`src/rtl/cache_pkg.sv`:
```
// Shared types and geometry for the direct-mapped read-cache fill controller.
// 4 lines x 8 bytes; byte address splits as {tag, line[4:3], offset[2:0]}.
package cache_pkg;

    localparam int OFF_W      = 3;
    localparam int LINE_W     = 2;
    localparam int NUM_LINES  = 4;
    localparam int LINE_BYTES = 8;

    // Offset of the final beat of a line fill
    localparam logic [OFF_W-1:0] LAST_BEAT = OFF_W'(LINE_BYTES - 1);

    typedef enum logic [2:0] {
        IDLE,
        LOOKUP,
        FILL,
        SETTLE,
        RESP
    } state_t;

endpackage

```
`src/rtl/cache_tag_store.sv`:
```
// Tag + valid store for the 4-line direct-mapped cache.
// Synchronous set/clear of one entry, combinational read-compare producing hit.
module cache_tag_store
    import cache_pkg::*;
#(
    parameter int TAG_W = 11
) (
    input  logic              clk,
    input  logic              reset,
    input  logic [LINE_W-1:0] line,
    input  logic [TAG_W-1:0]  tag,
    input  logic              set_en,
    input  logic              clr_en,
    output logic              hit
);

    logic [NUM_LINES-1:0] valid;
    logic [TAG_W-1:0]     tags [NUM_LINES];

    // Valid bits: all cleared by reset; a miss clears the entry, a completed fill sets it
    always_ff @(posedge clk) begin
        if (reset) begin
            valid <= '0;
        end else if (set_en) begin
            valid[line] <= 1'b1;
        end else if (clr_en) begin
            valid[line] <= 1'b0;
        end
    end

    // Tag storage is plain data; it is only meaningful while its valid bit is set
    always_ff @(posedge clk) begin
        if (set_en) begin
            tags[line] <= tag;
        end
    end

    assign hit = valid[line] && (tags[line] == tag);

endmodule

```
`src/rtl/cache_fill_ctrl.sv`:
```
// Direct-mapped read-cache controller: tag lookup, byte-by-byte line fill from
// main memory into a negedge-clocked 4x8 data array, and single-byte response.
// Optional feature macro: CACHE_STATS_EN adds saturating hit/miss counters.
module cache_fill_ctrl
    import cache_pkg::*;
#(
    parameter int ADDR_W = 16
`ifdef CACHE_STATS_EN
    ,
    parameter int STAT_W = 16
`endif
) (
    input  logic              clk,
    input  logic              reset,
    input  logic              req_valid,
    output logic              req_ready,
    input  logic [ADDR_W-1:0] req_addr,
    output logic              resp_valid,
    output logic [7:0]        resp_data,
    output logic              mem_req,
    output logic [ADDR_W-1:0] mem_addr,
    input  logic              mem_ack,
    input  logic [7:0]        mem_data,
    output logic [LINE_W-1:0] wrline,
    output logic [OFF_W-1:0]  wroffset,
    output logic [7:0]        wdata,
    output logic              wren,
    output logic [LINE_W-1:0] rdline,
    output logic [OFF_W-1:0]  rdoffset,
    input  logic [7:0]        cache_q
`ifdef CACHE_STATS_EN
    ,
    output logic [STAT_W-1:0] hit_cnt,
    output logic [STAT_W-1:0] miss_cnt
`endif
);

    localparam int TAG_W = ADDR_W - OFF_W - LINE_W;

    state_t            state;
    state_t            state_nxt;
    logic [ADDR_W-1:0] addr_q;
    logic [OFF_W-1:0]  beat;
    logic [TAG_W-1:0]  cur_tag;
    logic [LINE_W-1:0] cur_line;
    logic              hit;
    logic              tag_set;
    logic              tag_clr;

    assign cur_tag  = addr_q[ADDR_W-1 -: TAG_W];
    assign cur_line = addr_q[OFF_W +: LINE_W];

    cache_tag_store #(
        .TAG_W (TAG_W)
    ) u_tag_store (
        .clk    (clk),
        .reset  (reset),
        .line   (cur_line),
        .tag    (cur_tag),
        .set_en (tag_set),
        .clr_en (tag_clr),
        .hit    (hit)
    );

    // State register, latched request address and fill beat counter
    always_ff @(posedge clk) begin
        if (reset) begin
            state  <= IDLE;
            addr_q <= '0;
            beat   <= '0;
        end else begin
            state <= state_nxt;
            if (state == IDLE && req_valid) begin
                addr_q <= req_addr;
            end
            if (state == LOOKUP) begin
                beat <= '0;
            end else if (state == FILL && mem_ack) begin
                beat <= beat + 1'b1;
            end
        end
    end

    // Next-state and per-state control outputs
    always_comb begin
        state_nxt  = state;
        req_ready  = 1'b0;
        resp_valid = 1'b0;
        resp_data  = '0;
        mem_req    = 1'b0;
        wren       = 1'b0;
        tag_set    = 1'b0;
        tag_clr    = 1'b0;
        case (state)
            IDLE: begin
                req_ready = 1'b1;
                if (req_valid) begin
                    state_nxt = LOOKUP;
                end
            end
            LOOKUP: begin
                if (hit) begin
                    state_nxt = RESP;
                end else begin
                    // Invalidate before refilling so an abandoned fill never looks valid
                    tag_clr   = 1'b1;
                    state_nxt = FILL;
                end
            end
            FILL: begin
                mem_req = 1'b1;
                if (mem_ack) begin
                    wren = 1'b1;
                    if (beat == LAST_BEAT) begin
                        tag_set   = 1'b1;
                        state_nxt = SETTLE;
                    end
                end
            end
            SETTLE: begin
                // Array writes on negedge; one idle cycle lets the last byte land
                state_nxt = RESP;
            end
            RESP: begin
                resp_valid = 1'b1;
                resp_data  = cache_q;
                state_nxt  = IDLE;
            end
            default: begin
                state_nxt = IDLE;
            end
        endcase
    end

    assign mem_addr = {cur_tag, cur_line, beat};
    assign wrline   = cur_line;
    assign wroffset = beat;
    assign wdata    = mem_data;
    assign rdline   = cur_line;
    assign rdoffset = addr_q[OFF_W-1:0];

`ifdef CACHE_STATS_EN
    // Saturating hit/miss counters, updated once per lookup
    always_ff @(posedge clk) begin
        if (reset) begin
            hit_cnt  <= '0;
            miss_cnt <= '0;
        end else if (state == LOOKUP) begin
            if (hit) begin
                if (hit_cnt != '1) begin
                    hit_cnt <= hit_cnt + 1'b1;
                end
            end else begin
                if (miss_cnt != '1) begin
                    miss_cnt <= miss_cnt + 1'b1;
                end
            end
        end
    end
`endif

endmodule

```
`config.mk`:
```
export PLATFORM = sky130hd
export DESIGN_NAME = cache_fill_ctrl
export DESIGN_NICKNAME = d
export VERILOG_FILES = /design/src/rtl/cache_pkg.sv /design/src/rtl/cache_tag_store.sv /design/src/rtl/cache_fill_ctrl.sv
export SDC_FILE = /design/constraint.sdc
export NUM_CORES = 1
export LEC_CHECK = 0
export CORE_MARGIN = 1.5
export CORE_UTILIZATION = 52
export DETAILED_ROUTE_END_ITERATION = 8
export HOLD_SLACK_MARGIN = 0.02
export PLACE_DENSITY = 0.82
export SLEW_MARGIN = 30
export SYNTH_ARGS = -nofsm -noshare
export SYNTH_HDL_FRONTEND = slang
export SYNTH_HIERARCHICAL = 1
export SYNTH_SLANG_ARGS = --single-unit
```
`constraint.sdc`:
```
create_clock -name clk -period 6.06 [get_ports clk]
set_clock_uncertainty 0.2 [all_clocks]
set_input_delay 1.515 -clock clk [delete_from_list [all_inputs] [get_ports clk]]
set_output_delay 1.515 -clock clk [all_outputs]
set_load 0.005 [all_outputs]
```
# Yosys cells after proc, flatten, opt, wreduce, memory -nomap -nowiden
# Memory sizes are Yosys's and may differ from the RTL's. A register that Yosys moved wholly into a read port is not among the register bits.
# Cells that the tools add are included.
classes:
  addsub: 1
  order_cmp: 2
  n_eq_ne: 9
  muxes: 26
  bitwise_logic: 3
  n_reduce_logical: 8
ops:
  columns: ["cell", "n"]
  rows:
  - ["$mux 1", 14]
  - ["$mux 3", 4]
  - ["$pmux 3 s4", 1]
  - ["$eq 11x11->1", 1]
  - ["$mux 4", 2]
  - ["$mux 8", 1]
  - ["$eq 3x2->1 const B", 2]
  - ["$eq 3x3->1 const B", 2]
  - ["$and 4x4->4", 1]
  - ["$logic_and 1x1->1", 4]
  - ["$mux 2", 2]
  - ["$ne 2x2->1 const B", 2]
  - ["$not 4->4", 1]
  - ["$or 4x4->4", 1]
  - ["$add 3x1->3 const B", 1]
  - ["$eq 3x1->1 const B", 1]
  - ["$logic_not 3->1", 1]
  - ["$lt 2x3->1 const B", 1]
  - ["$reduce_and 3->1", 1]
  - ["$bmux 1 s2", 1]
  - ["$demux 1 s2", 1]
  - ["$ge 2x1->1 const B", 1]
  - ["$ne 2x1->1 const B", 1]
  - ["$reduce_bool 2->1", 1]
  - ["$reduce_or 2->1", 1]
word_totals:
  reg_bits: 26
  ramBits: 44
  in_bits: 36
  output_inout_bits: 46
  wordCells: 54
  n_memories: 1
memory_table:
  columns: ["name", "words", "width", "read_ports", "rd_clocked_by_memory_dff", "write_ports", "line_no", "source"]
  rows:
  - ["u_tag_store.tags", 4, 11, 1, 1, 1, "cache_tag_store.sv:18", "logic [TAG_W-1:0] tags [NUM_LINES];"]

# Logic depth before layout (Yosys ltp)
# Gate-level depths: netlist (run 1).
depth:
  ltp_word: 8
  mapped_depth: 11
  depth_no_buf: 9

# Hierarchy
# The synthesis (run 1) kept the hierarchy.
by_module_without_submodules:
  columns: ["mod", "n_inst", "cells_each", "area_each_um2", "seq_area_each_um2"]
  rows:
  - ["cache_tag_store", 1, 111, 1993.2, 1401.3]
  - ["cache_fill_ctrl", 1, 123, 1042.2, 440.4]

# Worst setup path before layout (run 1)
# OpenSTA, ideal clock, no wires.
synth_path:
  path_type: "input -> register"
  from: "input mem_ack"
  to: "memory u_tag_store.tags[0][0], enable pin"
  setup_time_ns: 0.398
  arrival_time_ns: 3.067
  required_time_ns: 5.462
  slack_ns: 2.395
  stages: 4
  n_path_buf: 1
  path_cell_list: "nor4bb_1 buf_2 and2_1 nor3b_1"
synth_via:
  elab_chain_len: 4
synth_lines:
  columns: ["element", "line_no", "source"]
  rows:
  - ["from (decl)", "cache_fill_ctrl.sv:22", "input logic mem_ack,"]
  - ["$mux 1", "cache_fill_ctrl.sv:112", "if (mem_ack) begin"]
  - ["$mux 1", "cache_fill_ctrl.sv:94", "case (state)"]
  - ["via tag_set", "cache_fill_ctrl.sv:47", "logic tag_set;"]
  - ["$mux 1", "cache_tag_store.sv:33", "if (set_en) begin"]
  - ["$mux 1 (implied by the code)", "cache_tag_store.sv:34", "tags[line] <= tag;"]
  - ["to (decl)", "cache_tag_store.sv:18", null]
# The timed path passes the listed nets, and every way through them passes these cells.

# Worst setup path after layout (run 1)
layout_path:
  from: "input mem_ack"
  to: "output wren"
layout_via:
  elab_chain_len: 2
layout_lines:
  columns: ["element", "line_no", "source"]
  rows:
  - ["$mux 1", "cache_fill_ctrl.sv:112", null]
  - ["$mux 1", "cache_fill_ctrl.sv:94", null]
  - ["to (decl)", "cache_fill_ctrl.sv:27", "output logic wren,"]
# No other way between the ends.

==> results.toml, run 1 <==
[outcome]
status = "finished, final reports clean"

[yosys]
synth.distinct_cells = 38
synth_top_area_share_pct = 43.5
syn_avg_cell_area_um2 = 13.0
ys_warn_count = 6
synth_top_flop_cell = "edfxtp_1"
async_flop_share_pct = 0
seq_area_frac_synth_pct = 60.7
ys_seq_elements = 70
synth_area_leaders = "edfxtp_1 44%, dfxtp_1 17%, mux4_1 5.2%, mux2i_1 4.0%, nand2_1 4.0%"
syn_inst = 234
syn_nets = 272
synth_edf_count = 44
synth_area_um2 = 3040
synth_top_area_cell = "edfxtp_1"

[clock_tree]
post_cts_buffers = 0
clock_path_buffers = 2
holdBufCountCts = 0
cts_sinks = 70
insertion_delay_ns = 0.33
clock-root-buffer = "clkbuf_8"
cts_buffers = 9
clk_pin_slew_ns = 0.07
cts_tree = "built"
htreeDepth = 3
cts_resized = 0

[setup_path]
worstPathCellList = "clkdlybuf4s50_1, nor4bb_1, buf_4, clkdlybuf4s50_1"
slowest_stage = "clkdlybuf4s50_1"
endpoint_kind = "output port"
cp_data_required_time_ns = 4.35
crit_arrival_ns = 2.93
startpoint_type = "input port"
r2r_setup_slack_ns = 2.79
critPathTopFamily = "buffers and inverters"
cpPeakStageDelay_ns = 0.51
rr_startpoint = "addr_q[3]"
cp_common_cell = "clkdlybuf4s50_1"
crit_path_max_fanout = 6
cp_num_buf_inv = 3
path_class = "input port to output port"
reg2reg_depth = 8

[place]
dp_hpwl_mm = 3.77
gp_congestion = 0.698
io_buffers = 65
place_area_um2 = 3600

[final_layout]
syn_to_final_growth_pct = 25.7
design_area_um2 = 3820
postLayoutCoreUtil_pct = 68.5
register_area_um2 = 1840
drive_gt1_share_pct = 9.59
multi_input_area_um2 = 1000
nFillCells = 411
diodes = 0
final_nets = 325

[timing]
period_minus_slack_ns = 4.65
max_slew_margin_pct = 41.4
final.period_utilization_pct = 76.7
worst_pin_slew_ns = 0.877
fmax_mhz = 215
finalSetupTns_ns = 0
hold_viol = 0
finalSetupViolations = 0
finalMaxSlewViolations = 0
rsz0062_at_grt = "no"

[pwr]
ir_drop_mv = 0.193
p_leak_uw = 0.00133
total_power_uw = 996
power_density_nw_per_um2 = 261

[die]
pin_count = 82
die_area_um2 = 6300
die_y_um = 79.4
start_util_pct = 54.5
core-area_um2 = 5570
die_x_um = 79.4
rows = 27

[route]
num_vias = 1979
route.detailed.drc = 0
detail-route-antenna-nets = 0
drtIter0Drc = 141
drtPass1Iterations = 4
wire_per_inst_um = 16.0
routed_via_density = 5.44
postRouteWirelength_mm = 5.81

[hold_path]
hold_end = "addr_q[1]"
min_path_cells = 2
hp-start = "addr_q[1]"
hold_path.class = "flop to flop"

[global_route]
grt_pass1_wl_mm = 9.34
grt_max_degree = 30
overflow = 0
grt_pass1_vias = 1924
antenna_found_initial = 0
track_usage_pct = 20.2

[job]
maxCapViolations = 0
-- cell families after synthesis --
logic type	Yosys count	synth area share, %
and+or+nand+nor	73	12.7
DFF	70	60.7
AOI/OAI and AO/OA	30	5.69
buffers and inverters	27	6.47
muxes	19	9.89
xor gates and xnor gates	13	3.75
adders and majority gates	2	0.824
-- sequential cells by signal, indices dropped and copies added, names as in the netlist, named ones only --
signal            flops
addr_q               16
u_tag_store/tags     44
state                 3
wroffset              3
-- report_power, final --
group / internal, uW / switching, uW / total [uW]
Sequential: 516 / 18.1 / 534
Combinational: 58.6 / 38.6 / 97.2
Clock: 200 / 166 / 366
Total: 774 / 223 / 996
-- cells in the mapped netlist (3+ instances only) --
library cell / number
edfxtp_1: 44
nand2_1: 32
dfxtp_1: 26
a21oi_1: 22
buf_4: 15
mux2i_1: 12
nor2_1: 12
and2_1: 9
xor2_1: 8
mux4_1: 6
xnor2_1: 5
buf_2: 4
clkbuf_1: 4
buf_6: 3
nor3_1: 3
nor3b_1: 3
-- layout by cell type (no fill, tap or decap), types with 2 or more instances in the layout --
| master | instances |
|---|---|
| a2111oi_0 | 2 |
| a21oi_1 | 22 |
| a31oi_1 | 2 |
| and2_1 | 9 |
| buf_4 | 3 |
| clkbuf_8 | 10 |
| clkdlybuf4s50_1 | 65 |
| clkinv_2 | 3 |
| dfxtp_1 | 25 |
| edfxtp_1 | 44 |
| ha_1 | 2 |
| mux2i_1 | 12 |
| mux4_1 | 6 |
| nand2_1 | 32 |
| nand3b_1 | 2 |
| nor2_1 | 11 |
| nor3_1 | 3 |
| nor3b_1 | 3 |
| xnor2_1 | 5 |
| xor2_1 | 8 |
-- worst max-delay path by stage --
stage,end,startpoint,depth (start not counted),slack (ns)
2_1_floorplan,u_tag_store/tags[0][0],mem_ack,4,2.39
3_3_place_gp,wren,mem_ack,4,1.43
3_5_place_dp,wren,mem_ack,4,1.40
4_1_cts,wren,mem_ack,4,1.40
5_1_grt,wren,mem_ack,4,1.36
6_report,wren,mem_ack,4,1.41
-- cell type report --
type                            count  area share [%]
Timing Repair Buffer               69            17.9
Multi-Input combinational cell    137            26.2
Sequential cell                    70            48.3
Tap cell                           72            2.36
Clock inverter                      6            1.61
Clock buffer                       10            3.61
-- worst reg2reg max path, cell delays in order, from the launching register on --
cell     delay [ns]
dfxtp_2        0.67
mux4_1         0.65
xor2_1         0.19
or4_1          0.18
nor4_2         0.06
nor3_1         0.50
or3b_2         0.49
a21oi_1        0.15
nor2_1         0.05
-- metal layers --
metal  vias to the layer above  wire length (um)  global-route usage [%]
met5                         -                 0                       0
li1                        945                 -                       -
met4                         0                63                    8.42
met3                         6               306                    4.34
met1                       954              2500                    25.6
met2                        74              2940                    33.6
-- stage by stage --
| step | setup WS (ns) | hold slack [ns] | instances |
|---|---|---|---|
| detailed placement | 1.40 | 0.250 | 347 |
| CTS | 1.40 | 0.260 | 363 |
| finish | 1.41 | 0.258 | 364 |
| global route | 1.36 | 0.291 | 364 |
| global placement | 1.43 | 0.241 | 347 |
| floorplan | 2.39 | 0.248 | 234 |
Power figures use the tool's default switching activity.
==> run 2: changes to the inputs <==
--- a/config.mk
+++ b/config.mk
@@ -6,10 +6,10 @@
 export NUM_CORES = 1
 export LEC_CHECK = 0
 export CORE_MARGIN = 1.5
-export CORE_UTILIZATION = 52
+export CORE_UTILIZATION = 48
 export DETAILED_ROUTE_END_ITERATION = 8
 export HOLD_SLACK_MARGIN = 0.02
-export PLACE_DENSITY = 0.82
+export PLACE_DENSITY = 0.77
 export SLEW_MARGIN = 30
 export SYNTH_ARGS = -nofsm -noshare
 export SYNTH_HDL_FRONTEND = slang
==> constraint.sdc (replaced) <==
create_clock -name clk -period 4.3 [get_ports clk]
set_clock_uncertainty 0.2 [all_clocks]
set_input_delay 1.075 -clock clk [delete_from_list [all_inputs] [get_ports clk]]
set_output_delay 1.075 -clock clk [all_outputs]
set_load 0.005 [all_outputs]
==> run 2 against run 1 <==
Compared with the run above: sequential cell count is the same; clock power grew 42%; first-iteration DRC count grew 4.3%; sequential share of layout area shrank 0.21 points; cell count grew 1.4%; highest routed layer unchanged; critical path type unchanged; count of clock-buffer cells in the layout is the same; largest power group unchanged; critical path depth shrank 1; global-route usage shrank 1.6 points.
==> results.toml, run 2 (synthesized netlist as in run 1, its figures left out) <==
[outcome]
status = "finished, final reports clean"

[setup_path]
endpoint_kind = "output port"
cp_num_buf_inv = 2
rr_startpoint = "addr_q[3]"
path_class = "input port to output port"
critPathTopFamily = "buffers and inverters"
worstPathCellList = "clkdlybuf4s50_1, nor4bb_1, clkdlybuf4s50_1"
crit_path_max_fanout = 2
reg2reg_depth = 9
startpoint_type = "input port"
slowest_stage = "clkdlybuf4s50_1"
crit_arrival_ns = 2.44
r2r_setup_slack_ns = 0.74
cp_data_required_time_ns = 3.02
cp_common_cell = "clkdlybuf4s50_1"
cpPeakStageDelay_ns = 0.58

[hold_path]
min_path_cells = 2
hold_path.class = "flop to flop"
hold_end = "addr_q[2]"
hp-start = "addr_q[2]"

[pwr]
clkPwrFrac_pct = 36.8
intPower_uw = 1090
p_leak_uw = 0.00134
power_density_nw_per_um2 = 367
sw_frac_of_total_pct = 22.5
ir_drop_mv = 0.205
switching_power_uw = 317
seq_power_share_pct = 53.8
power_frac_comb_pct = 9.4

[route]
postRouteWirelength_mm = 5.82
num_vias = 1909
wire_per_inst_um = 15.8
detail-route-antenna-nets = 0
drtPass1Iterations = 4
routed_via_density = 5.17
drtIter0Drc = 147
route.detailed.drc = 0

[clock_tree]
post_cts_buffers = 0
cts_buffers = 9
htreeDepth = 3
cts_resized = 0
cts_sinks = 70
clock_path_buffers = 2
holdBufCountCts = 0
clock-root-buffer = "clkbuf_8"
cts_tree = "built"
insertion_delay_ns = 0.34
clk_pin_slew_ns = 0.07

[final_layout]
diodes = 0
top_register = "u_tag_store/tags"
final_nets = 327
largestRegisters = "u_tag_store/tags: 44 flops, addr_q: 16 flops"
finalNonFillerCells = 369
drive_gt1_share_pct = 9.86
layout_common_cells = "65 x clkdlybuf4s50_1, 44 x edfxtp_1, 32 x nand2_1"
largest_reg_flops = 44
layout_commonest_cell = "clkdlybuf4s50_1"
syn_to_final_growth_pct = 26.3
nFillCells = 495

[timing]
worst_pin_slew_ns = 0.928
finalSetupViolations = 0
fmax_mhz = 269
max_slew_margin_pct = 38.0
finalMaxSlewViolations = 0
hold_viol = 0
period_minus_slack_ns = 3.72
final.period_utilization_pct = 86.5
rsz0062_at_grt = "no"
whs_ns = 0.255
finalSetupTns_ns = 0

[place]
dp_hpwl_mm = 3.86
dpl.cell_count = 352
io_buffers = 65
gp_congestion = 0.744

[die]
core-area_um2 = 6030
start_util_pct = 50.4
rows = 28
die_area_um2 = 6810
die_y_um = 82.5
pin_count = 82
die_x_um = 82.5

[global_route]
grt_max_degree = 26
track_usage_pct = 18.6
overflow = 0
antenna_found_initial = 0
grt_pass1_vias = 1913
grt_pass1_wl_mm = 9.16

[job]
maxCapViolations = 0
run 2: cell count changes in the layout (fill, tap and decap cells not counted), sizes merged:
cell,before,now
buf,4,6
run 2: metal layers:
layer	wire [um]	share of wire (%)	global-route usage, %	up-vias
met3	379	6.5	5.93	8
met2	2720	47	29.3	61
met1	2670	46	23.9	900
met5	0	0	0	-
li1	-	-	-	940
met4	51	0.88	7.00	0
run 2: final cells by class:
cell class	instances	area (um2)	share of cell area, %
clock buffers	10	138	3.59
multi-input cells	137	997	26.0
well taps	75	93.8	2.45
repair buffers	71	699	18.3
clock inverters	6	61.3	1.60
flip-flops and latches	70	1840	48.1
run 2: worst max path at each step:
stage               cells past startpoint                      to  slack (ns)     from
detailed placement                      3                    wren        0.59  mem_ack
floorplan                               4  u_tag_store/tags[0][0]        1.07  mem_ack
CTS                                     3                    wren        0.59  mem_ack
finish                                  3                    wren        0.58  mem_ack
global route                            3                    wren        0.48  mem_ack
global placement                        3                    wren        0.59  mem_ack
run 2: power by group through the flow:
stage | logic (uW) | clock network [uW] | registers, uW
2_1_floorplan | 85.4 | 0 | 758
3_3_place_gp | 129 | 0 | 772
3_5_place_dp | 130 | 0 | 773
4_1_cts | 131 | 525 | 758
5_1_grt | 144 | 557 | 762
6_report | 132 | 519 | 758
run 2: through the flow:
step / total power [uW] / worst slack, ns / utilization (%) / cell area [um2]
2_1_floorplan: 844 / 1.07 / - / 3040
3_3_place_gp: 901 / 0.586 / 60.1 / 3620
3_5_place_dp: 903 / 0.586 / 60.1 / 3620
4_1_cts: 1410 / 0.588 / 63.4 / 3820
5_1_grt: 1460 / 0.481 / 63.6 / 3830
6_report: 1410 / 0.583 / 63.6 / 3830
run 2: worst min-delay path: stages, from the launching register on:
cell and delay, ns:
dfxtp_1 0.31, nand2_1 0.05, a21oi_1 0.05
